**config.mk**
```make
export PLATFORM = sky130hd
export DESIGN_NAME = alu_arbiter_flat
export DESIGN_NICKNAME = d
export VERILOG_FILES = /design/src/rtl/riscv_pkg.sv /design/src/rtl/alu_arbiter_if.sv /design/src/rtl/alu_arbiter.sv /design/src/flat_wrapper.sv
export SDC_FILE = /design/constraint.sdc
export NUM_CORES = 1
export LEC_CHECK = 0
export ABC_AREA = 1
export BUFFER_PORTS_ARGS = -buffer_cell sky130_fd_sc_hd__buf_2
export CAP_MARGIN = 0
export CORE_MARGIN = 5
export CORE_UTILIZATION = 40
export DETAILED_ROUTE_END_ITERATION = 10
export MAX_ROUTING_LAYER = met4
export PLACE_DENSITY_LB_ADDON = 0.1
export SYNTH_ARGS = -nofsm -noshare
export SYNTH_HDL_FRONTEND = slang
export SYNTH_SLANG_ARGS = --single-unit
```
**constraint.sdc**
```tcl
create_clock -name clk -period 2.3 [get_ports clk]
set_clock_uncertainty 0.15 [all_clocks]
set_input_delay 0.46 -clock clk [delete_from_list [all_inputs] [get_ports clk]]
set_output_delay 0.46 -clock clk [all_outputs]
set_load 0.02 [all_outputs]
```
**src/rtl/riscv_pkg.sv**
```systemverilog
// riscv_pkg: shared RISC-V datapath types. Only the ALU operation encoding
// is needed by the ALU arbiter and its interface.
package riscv_pkg;

  typedef enum logic [3:0] {
    ALU_ADD  = 4'd0,
    ALU_SUB  = 4'd1,
    ALU_AND  = 4'd2,
    ALU_OR   = 4'd3,
    ALU_XOR  = 4'd4,
    ALU_SLL  = 4'd5,
    ALU_SRL  = 4'd6,
    ALU_SRA  = 4'd7,
    ALU_SLT  = 4'd8,
    ALU_SLTU = 4'd9
  } alu_ops_t;

endpackage

```
**src/rtl/alu_arbiter_if.sv**
```systemverilog
// alu_arbiter_if: bundles the per-requester request/response channels and the
// shared-ALU connection of alu_arbiter.
//
// Handshake rule for both channels: a transfer happens on a rising clk edge
// where valid and ready are both 1. valid, once raised by the producer, is
// held with stable payload until that edge; ready may be computed
// combinationally from valid and is only meaningful while valid is high.
// Requesters may withdraw req_valid before being granted; the arbiter never
// withdraws resp_valid before resp_ready.
//
// Modports: slave is the arbiter; master is its environment (requesters,
// response sinks and the combinational ALU).
interface alu_arbiter_if #(
  parameter int NUM_REQ = 2
);
  import riscv_pkg::*;

  // request channel, one lane per requester
  logic [NUM_REQ-1:0]       req_valid;
  logic [NUM_REQ-1:0]       req_ready;
  logic [NUM_REQ-1:0][31:0] req_a;
  logic [NUM_REQ-1:0][31:0] req_b;
  alu_ops_t                 req_op [NUM_REQ];

  // response channel: valid/ready per requester, payload shared
  logic [NUM_REQ-1:0]       resp_valid;
  logic [NUM_REQ-1:0]       resp_ready;
  logic [31:0]              resp_result;
  logic                     resp_zero;

  // shared combinational ALU
  logic [31:0]              alu_a;
  logic [31:0]              alu_b;
  alu_ops_t                 alu_ctrl;
  logic [31:0]              alu_result;
  logic                     alu_zero;

  modport slave (
    input  req_valid, req_a, req_b, req_op, resp_ready, alu_result, alu_zero,
    output req_ready, resp_valid, resp_result, resp_zero, alu_a, alu_b, alu_ctrl
  );

  modport master (
    output req_valid, req_a, req_b, req_op, resp_ready, alu_result, alu_zero,
    input  req_ready, resp_valid, resp_result, resp_zero, alu_a, alu_b, alu_ctrl
  );

endinterface

```
**src/rtl/alu_arbiter.sv**
```systemverilog
// alu_arbiter: shares one combinational ALU between NUM_REQ requesters with
// round-robin arbitration and a single operation in flight.
//
// Flow: IDLE grants one requester (req_ready combinational, operands latched
// on the edge) -> EXEC drives the ALU from the latched registers and samples
// its result -> RESP holds the response until the granted requester takes it.
// A request accepted in cycle T produces resp_valid in cycle T+2.
//
// Optional feature: define ALU_ARB_PERF_EN to add perf_grant_cnt (per
// requester accepted-request count, saturating) and perf_stall_cnt (cycles
// with a pending request but no grant, wrapping).
//
// dbg_state / dbg_rr expose the FSM state (0=IDLE, 1=EXEC, 2=RESP) and the
// round-robin pointer.
module alu_arbiter
  import riscv_pkg::*;
#(
  parameter  int NUM_REQ = 2,
  localparam int IDW     = (NUM_REQ > 1) ? $clog2(NUM_REQ) : 1
) (
  input  logic                      clk,
  input  logic                      rst_n,
  alu_arbiter_if.slave              bus,
  output logic [1:0]                dbg_state,
  output logic [IDW-1:0]            dbg_rr
`ifdef ALU_ARB_PERF_EN
  ,
  output logic [NUM_REQ-1:0][15:0]  perf_grant_cnt,
  output logic [31:0]               perf_stall_cnt
`endif
);

  typedef enum logic [1:0] {
    S_IDLE = 2'd0,
    S_EXEC = 2'd1,
    S_RESP = 2'd2
  } state_t;

  state_t         state_q;
  state_t         state_d;

  logic [IDW-1:0] rr_q;        // first requester considered in the next search
  logic [IDW-1:0] gnt_q;       // requester owning the in-flight operation
  logic [31:0]    a_q;
  logic [31:0]    b_q;
  alu_ops_t       op_q;
  logic [31:0]    result_q;
  logic           zero_q;

  logic           pick_valid;
  logic [IDW-1:0] pick_idx;
  logic           grant_fire;
  logic           resp_fire;

  // (base + off) mod NUM_REQ; off never exceeds NUM_REQ so one subtract suffices
  function automatic logic [IDW-1:0] wrap_add(input logic [IDW-1:0] base,
                                              input int unsigned    off);
    int unsigned s;
    s = 32'(base) + off;
    if (s >= 32'(NUM_REQ)) s = s - 32'(NUM_REQ);
    return IDW'(s);
  endfunction

  // round-robin search: first valid requester at or after rr_q, wrapping
  always_comb begin
    pick_valid = 1'b0;
    pick_idx   = '0;
    for (int i = 0; i < NUM_REQ; i++) begin
      if (!pick_valid && bus.req_valid[wrap_add(rr_q, 32'(i))]) begin
        pick_valid = 1'b1;
        pick_idx   = wrap_add(rr_q, 32'(i));
      end
    end
  end

  // handshake events that move the FSM and the datapath
  always_comb begin
    grant_fire = (state_q == S_IDLE) && pick_valid;
    resp_fire  = (state_q == S_RESP) && bus.resp_ready[gnt_q];
  end

  // FSM state register
  always_ff @(posedge clk) begin
    if (!rst_n) state_q <= S_IDLE;
    else        state_q <= state_d;
  end

  // FSM next-state logic; EXEC always lasts exactly one cycle
  always_comb begin
    state_d = state_q;
    case (state_q)
      S_IDLE:  if (grant_fire) state_d = S_EXEC;
      S_EXEC:  state_d = S_RESP;
      S_RESP:  if (resp_fire) state_d = S_IDLE;
      default: state_d = S_IDLE;
    endcase
  end

  // datapath registers: operand capture on grant, result capture in EXEC,
  // pointer advance on the response handshake
  always_ff @(posedge clk) begin
    if (!rst_n) begin
      a_q      <= '0;
      b_q      <= '0;
      op_q     <= ALU_ADD;
      gnt_q    <= '0;
      rr_q     <= '0;
      result_q <= '0;
      zero_q   <= 1'b0;
    end else begin
      if (grant_fire) begin
        a_q   <= bus.req_a[pick_idx];
        b_q   <= bus.req_b[pick_idx];
        op_q  <= bus.req_op[pick_idx];
        gnt_q <= pick_idx;
      end
      if (state_q == S_EXEC) begin
        result_q <= bus.alu_result;
        zero_q   <= bus.alu_zero;
      end
      if (resp_fire) begin
        rr_q <= wrap_add(gnt_q, 32'd1);
      end
    end
  end

  // FSM outputs: one-hot ready/valid lanes and registered ALU/response drives
  always_comb begin
    bus.req_ready  = '0;
    bus.resp_valid = '0;
    for (int i = 0; i < NUM_REQ; i++) begin
      bus.req_ready[i]  = grant_fire && (pick_idx == IDW'(i));
      bus.resp_valid[i] = (state_q == S_RESP) && (gnt_q == IDW'(i));
    end
    bus.resp_result = result_q;
    bus.resp_zero   = zero_q;
    // ALU inputs come straight from the operand registers, so they only
    // change on a grant and stay quiet while idle
    bus.alu_a       = a_q;
    bus.alu_b       = b_q;
    bus.alu_ctrl    = op_q;
    dbg_state       = state_q;
    dbg_rr          = rr_q;
  end

`ifdef ALU_ARB_PERF_EN
  // performance counters: grants per requester (saturating) and stall cycles
  always_ff @(posedge clk) begin
    if (!rst_n) begin
      perf_grant_cnt <= '0;
      perf_stall_cnt <= '0;
    end else begin
      for (int i = 0; i < NUM_REQ; i++) begin
        if (bus.req_ready[i] && (perf_grant_cnt[i] != 16'hFFFF)) begin
          perf_grant_cnt[i] <= perf_grant_cnt[i] + 16'd1;
        end
      end
      if ((|bus.req_valid) && !(|bus.req_ready)) begin
        perf_stall_cnt <= perf_stall_cnt + 32'd1;
      end
    end
  end
`endif

endmodule

```
**src/flat_wrapper.sv**
```systemverilog
// flat-port wrapper written by rule: the top's interface ports become plain ports
module alu_arbiter_flat import riscv_pkg::*;
#(
  parameter  int NUM_REQ = 2,
  localparam int IDW     = (NUM_REQ > 1) ? $clog2(NUM_REQ) : 1
)
  (clk, rst_n, dbg_state, dbg_rr, bus_req_valid, bus_req_a, bus_req_b, bus_req_op, bus_resp_ready, bus_alu_result, bus_alu_zero, bus_req_ready, bus_resp_valid, bus_resp_result, bus_resp_zero, bus_alu_a, bus_alu_b, bus_alu_ctrl);
  alu_arbiter_if #(.NUM_REQ(NUM_REQ)) bus_i ();
  input  logic clk;
  input  logic rst_n;
  output logic [1:0] dbg_state;
  output logic [IDW-1:0] dbg_rr;
  input wire logic [$bits(bus_i.req_valid)-1:0] bus_req_valid;
  input wire logic [$bits(bus_i.req_a)-1:0] bus_req_a;
  input wire logic [$bits(bus_i.req_b)-1:0] bus_req_b;
  input wire logic [$bits(bus_i.req_op)-1:0] bus_req_op;
  input wire logic [$bits(bus_i.resp_ready)-1:0] bus_resp_ready;
  input wire logic [$bits(bus_i.alu_result)-1:0] bus_alu_result;
  input wire logic [$bits(bus_i.alu_zero)-1:0] bus_alu_zero;
  output wire logic [$bits(bus_i.req_ready)-1:0] bus_req_ready;
  output wire logic [$bits(bus_i.resp_valid)-1:0] bus_resp_valid;
  output wire logic [$bits(bus_i.resp_result)-1:0] bus_resp_result;
  output wire logic [$bits(bus_i.resp_zero)-1:0] bus_resp_zero;
  output wire logic [$bits(bus_i.alu_a)-1:0] bus_alu_a;
  output wire logic [$bits(bus_i.alu_b)-1:0] bus_alu_b;
  output wire logic [$bits(bus_i.alu_ctrl)-1:0] bus_alu_ctrl;
  assign bus_i.req_valid = bus_req_valid;
  assign bus_i.req_a = bus_req_a;
  assign bus_i.req_b = bus_req_b;
  assign bus_i.req_op = {>>{bus_req_op}};
  assign bus_i.resp_ready = bus_resp_ready;
  assign bus_i.alu_result = bus_alu_result;
  assign bus_i.alu_zero = bus_alu_zero;
  assign bus_req_ready = bus_i.req_ready;
  assign bus_resp_valid = bus_i.resp_valid;
  assign bus_resp_result = bus_i.resp_result;
  assign bus_resp_zero = bus_i.resp_zero;
  assign bus_alu_a = bus_i.alu_a;
  assign bus_alu_b = bus_i.alu_b;
  assign bus_alu_ctrl = bus_i.alu_ctrl;
  alu_arbiter #(.NUM_REQ(NUM_REQ)) u_core (.clk(clk), .rst_n(rst_n), .bus(bus_i), .dbg_state(dbg_state), .dbg_rr(dbg_rr));
endmodule
```
* After elaboration in Yosys (flattened, before gate mapping) *
Index checks and enable logic that the tools add are counted.
Widths: inputs -> output; s select.

word-level totals
  register bits after elaboration = 105
  input port bits = 175
  logic and storage cells = 61

cells by class
  add/subtract/negate cells = 5
  $lt $le $gt $ge = 8
  equality and inequality tests = 4
  mux-type cells = 23
  bitwise operators = 3
  reductions and logical operators = 10

operator list
  cell                 number
  $mux 32              4
  $mux 1               13
  $mux 4               3
  $lt 1x2->1 const B   4
  $logic_and 1x1->1    7
  $ge 2x2->1 const B   3
  $pmux 2 s3           1
  $add 1x1->2 const B  2
  $mux 2               2
  $ne 2x1->1 const B   2
  $sub 1x1->1 const B  3
  $eq 2x1->1 const B   1
  $eq 2x2->1 const B   1
  $ge 1x2->1 const B   1
  $logic_not 2->1      1
  $not 1->1            2
  $not 1->2            1
  $reduce_and 2->1     1
  $logic_not 1->1      1

* Logic depth before layout (Yosys ltp) *
Gate-level depths: netlist of run 1.

  depth in word-level cells = 12
  mapped depth = 9
  mapped depth without buffers = 7

* Worst setup path before layout of run 1 *
No wires, ideal clock.

  kind = input port to output port
  from = input port bus_req_valid[1]
  to = output port bus_req_ready[0]
  arrival time = 1.314 ns
  required time = 1.690 ns
  slack = 0.376 ns
  cell stages on the path = 6
  path through = buf_4 > nand2_2 > buf_4 > buf_4 > inv_2 > nor2_1

between the ends
  longest elaborated chain between the ends = 8
  elaborated cells on any way between the ends = 13

ends and longest elaborated chain
  what                                            RTL line                               RTL
  start: declaration                              flat_wrapper.sv:13                     input wire logic [$bits(bus_i.req_valid)-1:0] bus_req_valid;
  $mux 1 (implied by the code) (2 in a row)       alu_arbiter.sv:69                      if (!pick_valid && bus.req_valid[wrap_add(rr_q, 32'(i))]) begin
  $mux 1                                          alu_arbiter.sv:69
  $logic_not 1->1                                 alu_arbiter.sv:69
  $logic_and 1x1->1                               alu_arbiter.sv:69
  $mux 1                                          alu_arbiter.sv:69
  $logic_and 1x1->1 or $not 1->1 (tied branches)  alu_arbiter.sv:78, alu_arbiter.sv:132
  $logic_and 1x1->1 (*)                           alu_arbiter.sv:132                     bus.req_ready[i] = grant_fire && (pick_idx == IDW'(i));
  end: declaration                                flat_wrapper.sv:20                     output wire logic [$bits(bus_i.req_ready)-1:0] bus_req_ready;

Every way passes the cells marked *; elsewhere a longest branch is shown, timed or not. The select of a mux whose other input is x is not followed.

* Final worst setup path of run 1 *
  from = register u_core.state_q[1], in the netlist u_core.dbg_state[1]
  to = output port bus_resp_valid[0]

between the ends
  longest elaborated chain between the ends = 2

ends and longest elaborated chain
  what                      RTL line            RTL
  start: declaration        alu_arbiter.sv:39   state_t state_q;
  start signal: assignment  alu_arbiter.sv:85   else state_q <= state_d;
  $eq 2x2->1                alu_arbiter.sv:133  bus.resp_valid[i] = (state_q == S_RESP) && (gnt_q == IDW'(i));
  $logic_and 1x1->1         alu_arbiter.sv:133
  end: declaration          flat_wrapper.sv:21  output wire logic [$bits(bus_i.resp_valid)-1:0] bus_resp_valid;

No other way between the ends.

==> flow_summary.ini, run 1 <==
[run_status]
status = complete, no violations

[sta]
setup_viol = 0
whs_ns = 0.200
setup_tns_ns = 0
finalHoldViolCount = 0
period_share = 0.888
slew_headroom = 0.626
period_minus_slack_ns = 2.04
max_freq_ghz = 0.490
drv_slew = 0
rsz0062_at_grt = no
worst_pin_slew_ns = 0.560

[cells_and_area]
drive_above_1_share = 0.335
num-fill-cells = 1276
utilization = 0.555
final_cells = 1104
layout.cells.most_common_list = buf_2, nand2_1, nand3_1
multi_input_area_mm2 = 0.00216
syn_to_final_growth_pct = 36.8
finalInstanceArea_mm2 = 0.00661
diodes = 0
fin_nets = 1128
mostFrequentLayoutCell = buf_2
regArea_mm2 = 0.00210

[min_path]
hold_class = primary input to flip-flop
hold_start = bus_alu_result[16]

[clock_network]
cts_buffers = 9
cts_resized = 0
clock_path_buffers = 2
clk_latency_ns = 0.34
htreeDepth = 3
cts-root-buf = clkbuf_16
cts_setup_buffers = 0
cts_tree = built
cts_sinks = 105
path_clk_slew_ns = 0.07
cts_hold_buffers = 0

[worst_setup_path]
crit_fanout = 3
worstReg2RegEnd = u_core.bus.alu_b[30]
cp.required_ns = 1.69
start_kind = flip-flop
r2r_start = u_core.dbg_state[0]
reg2reg_slack_ns = 0.76
cp-end-kind = output port
reg2reg_depth = 7
crit_start = u_core.dbg_state[1]
crit_arrival_ns = 1.43
crit_end = bus_resp_valid[0]
criticalPathCategory = flip-flop to output port

[route]
via_per_inst = 4.93
wl_um = 16500
drc = 0
avgRoutedWirePerCell_um = 15.0
dr.pass1.iters = 5
vias = 5439
dr.first_iter.drc_count = 403
drtAntennaViolNets = 0

[yosys]
syn_area_mm2 = 0.00483
synth.ff_latch_count = 105
synth.area.top_cells = dfxtp_1, nand3_1, nand2_1, nand4_1, inv_1
synth.distinct_cells = 19
synthCells = 706
synth_top_area_cell = dfxtp_1
yosysSeqAreaShare = 0.435
yosysWarnings = 0
syn_nets = 881
yosysTopAreaCellShare = 0.435
syn-mean-instance-area_um2 = 6.85

[grt]
track_usage = 0.226
grt_antenna_before_repair = 0
grt_max_degree = 69
grt_pass1_vias = 5107
grt-ovfl-total = 0
grt_pass1_wl_um = 25700

[power]
power_density_mw_per_mm2 = 755
ir_worst_vdd_mv = 0.419
total_leakage_power_nw = 3.80

[die]
start_util = 0.406
die_area_mm2 = 0.0144
fp.dieH_um = 120
core.rowCount = 40
fp.dieW_um = 120
coreArea_mm2 = 0.0119
io_pins = 283

[placement]
dp_hpwl_um = 11600
place_congestion = 0.834
io_buffers = 282
dp.cells = 1089
placed_area_mm2 = 0.00632

[flow_run]
maxCapViolations = 0
through the flow:
step / worst slack (ns) / total power, mW
2_1_floorplan: 0.376 / 3.00
3_3_place_gp: 0.524 / 3.51
3_5_place_dp: 0.509 / 3.50
4_1_cts: 0.253 / 5.05
5_1_grt: 0.192 / 5.29
6_report: 0.257 / 5.00
worst min-delay path by stage:
stage / endpoint / slack, ns / depth (start not counted)
4_1_cts: u_core.bus.resp_result[16] / 0.18 / 3
2_1_floorplan: u_core.gnt_q / 0.32 / 2
3_5_place_dp: u_core.bus.resp_result[7] / 0.31 / 2
3_3_place_gp: u_core.bus.resp_result[28] / 0.31 / 2
5_1_grt: u_core.bus.resp_result[16] / 0.19 / 3
6_report: u_core.bus.resp_result[16] / 0.20 / 3
Yosys cell counts (all sizes together):
cell    number
inv         77
buf         43
nand3      137
a21oi        3
nand4       68
o21ai       34
nand2      148
dfxtp      105
clkbuf      17
nor2        74
flip-flops by register name, summed over array words and instances, names as in the netlist:
name and flops:
u_core.bus.resp_zero 1, u_core.bus.resp_result 32, u_core.dbg_state 2, u_core.bus.alu_b 32
u_core.bus.alu_ctrl 4, u_core.bus.alu_a 32, u_core.dbg_rr 1, u_core.gnt_q 1
worst max-delay path, cell delays in order, from the launching register on:
cell	delay, ns
dfxtp_1	0.39
inv_1	0.09
nor2_1	0.21
inv_2	0.06
nor2_1	0.15
buf_2	0.20
report_power, final:
| part | internal (mW) | switching (mW) | total [mW] |
|---|---|---|---|
| Sequential | 2.00 | 0.0899 | 2.09 |
| Clock | 0.871 | 0.670 | 1.54 |
| Combinational | 0.484 | 0.879 | 1.36 |
cell type report:
| type | instances | share of cell area |
|---|---|---|
| clock inverters | 4 | 0.00813 |
| repair buffers | 296 | 0.239 |
| flip-flops and latches | 105 | 0.318 |
| inverters | 77 | 0.0437 |
| well taps | 147 | 0.0278 |
| clock buffers | 11 | 0.0367 |
| multi-input cells | 464 | 0.327 |
metal layers:
layer  global-route usage  up-vias  part of all wire
met5                    -        -                 0
met4               0.0866        0             0.023
met3               0.0452       24             0.072
met2                0.367      225              0.48
met1                0.277     2389              0.42
li1                     -     2801                 -
cells by family (layout without fill, tap and decap cells):
group                  Yosys count  after routing  share of synthesized area
AND/OR/NAND/NOR                427            427                      0.407
flip-flops                     105            105                      0.435
buffers and inverters          137            388                      0.119
AO/OA/AOI/OAI                   37             37                     0.0391
Note: power is estimated with default switching activity, not from simulation.
==> run 2: changes to the inputs <==
CTS_BUF_LIST = sky130_fd_sc_hd__clkbuf_4   (was default)
CTS_CLUSTER_SIZE = 14   (was default)
==> run 2 against run 1 <==
Compared with the run above:
- clock-buffer cell count down 1
- non-clock buffer count unchanged
- sequential cell count stayed put
- register-to-register slack worse by 0.02 ns
- sequential share of layout area rose by 0.81 points
- largest cell class unchanged
==> flow_summary.ini, run 2 (same netlist as run 1, synthesis figures left out) <==
[sta]
drv_slew = 0
period_share = 0.954
setup_tns_ns = 0
setup_viol = 0
worst_pin_slew_ns = 0.562
max_freq_ghz = 0.456
whs_ns = 0.0656
period_minus_slack_ns = 2.19
slew_headroom = 0.625
finalHoldViolCount = 0
rsz0062_at_grt = no

[clock_network]
clock_path_buffers = 2
cts_setup_buffers = 0
htreeDepth = 3
cts_buffers = 9
cts_resized = 0
clk_latency_ns = 0.46
cts_sinks = 105
path_clk_slew_ns = 0.16
cts-root-buf = clkbuf_4
cts_tree = built
cts_hold_buffers = 0

[placement]
io_buffers = 282
place_congestion = 0.834
dp_hpwl_um = 11600

[route]
via_per_inst = 4.96
wl_um = 16500
wl_met3_um = 1240
dr.pass1.iters = 5
vias = 5473
dr.first_iter.drc_count = 412
avgRoutedWirePerCell_um = 14.9
drtAntennaViolNets = 0
drc = 0
wl_met2_um = 7910
topRoutingLayerUsed = met4
wl_met1_um = 6890

[min_path]
hold_class = primary input to flip-flop
hold_start = bus_alu_result[16]
min_to = u_core.bus.resp_result[16]
holdPathStages = 3

[worst_setup_path]
cp-end-kind = output port
crit_arrival_ns = 1.58
reg2reg_depth = 7
reg2reg_slack_ns = 0.74
cp.required_ns = 1.69
crit_fanout = 3
crit_start = u_core.dbg_state[1]
worstReg2RegEnd = u_core.bus.alu_a[23]
criticalPathCategory = flip-flop to output port
r2r_start = u_core.dbg_state[0]
start_kind = flip-flop

[grt]
grt_pass1_wl_um = 25600
grt_pass1_vias = 5090
grt-ovfl-total = 0
track_usage = 0.226
grt_max_degree = 69
grt_antenna_before_repair = 0

[die]
coreArea_mm2 = 0.0119
core.rowCount = 40
fp.dieW_um = 120
fp.dieH_um = 120
start_util = 0.406
die_area_mm2 = 0.0144
io_pins = 283

[cells_and_area]
utilization = 0.541
mostFrequentLayoutCell = buf_2
fin_nets = 1128
layout.cells.most_common_list = buf_2, nand2_1, nand3_1
drive_above_1_share = 0.335
syn_to_final_growth_pct = 33.4
diodes = 0

[power]
ir_worst_vdd_mv = 0.387
power_density_mw_per_mm2 = 682
total_leakage_power_nw = 3.72

[run_status]
status = complete, no violations

[flow_run]
maxCapViolations = 0
run 2: where the power goes:
| group | switching [mW] | internal [mW] |
|---|---|---|
| Clock | 0.610 | 0.337 |
| Combinational | 0.878 | 0.484 |
| Sequential | 0.0902 | 2.00 |
run 2: metal layers:
| layer | track usage | up-vias |
|---|---|---|
| li1 | - | 2799 |
| met1 | 0.275 | 2408 |
| met2 | 0.366 | 233 |
| met3 | 0.0471 | 33 |
| met4 | 0.0909 | 0 |
| met5 | - | - |
run 2: cell type report:
class	instances	area (um^2)
Fill cell	1299	5460
Multi-Input combinational cell	464	2160
Sequential cell	105	2100
Timing Repair Buffer	296	1580
Inverter	77	289
Tap cell	147	184
Clock buffer	10	75.1
Clock inverter	5	57.6
run 2: how the worst max path moves through the flow:
stage / to / slack (ns) / depth (start not counted)
2_1_floorplan: bus_req_ready[0] / 0.38 / 6
3_3_place_gp: u_core.bus.alu_b[30] / 0.52 / 7
3_5_place_dp: bus_req_ready[0] / 0.51 / 6
4_1_cts: bus_resp_valid[0] / 0.08 / 5
5_1_grt: bus_resp_valid[0] / 0.01 / 5
6_report: bus_resp_valid[0] / 0.11 / 5
run 2: metrics by stage:
step	area [um^2]	setup slack, ns	power (mW)	instances
4_1_cts	6450	0.0761	4.45	1104
2_1_floorplan	4830	0.376	3.00	706
5_1_grt	6450	0.0101	4.68	1104
6_report	6450	0.106	4.40	1104
3_3_place_gp	6320	0.524	3.51	1089
3_5_place_dp	6320	0.509	3.50	1089
run 2: worst max-delay path: stages, from the launching register on:
cell	delay (ns)
dfxtp_1	0.42
inv_1	0.09
nor2_1	0.21
inv_2	0.06
nor2_1	0.15
buf_2	0.20
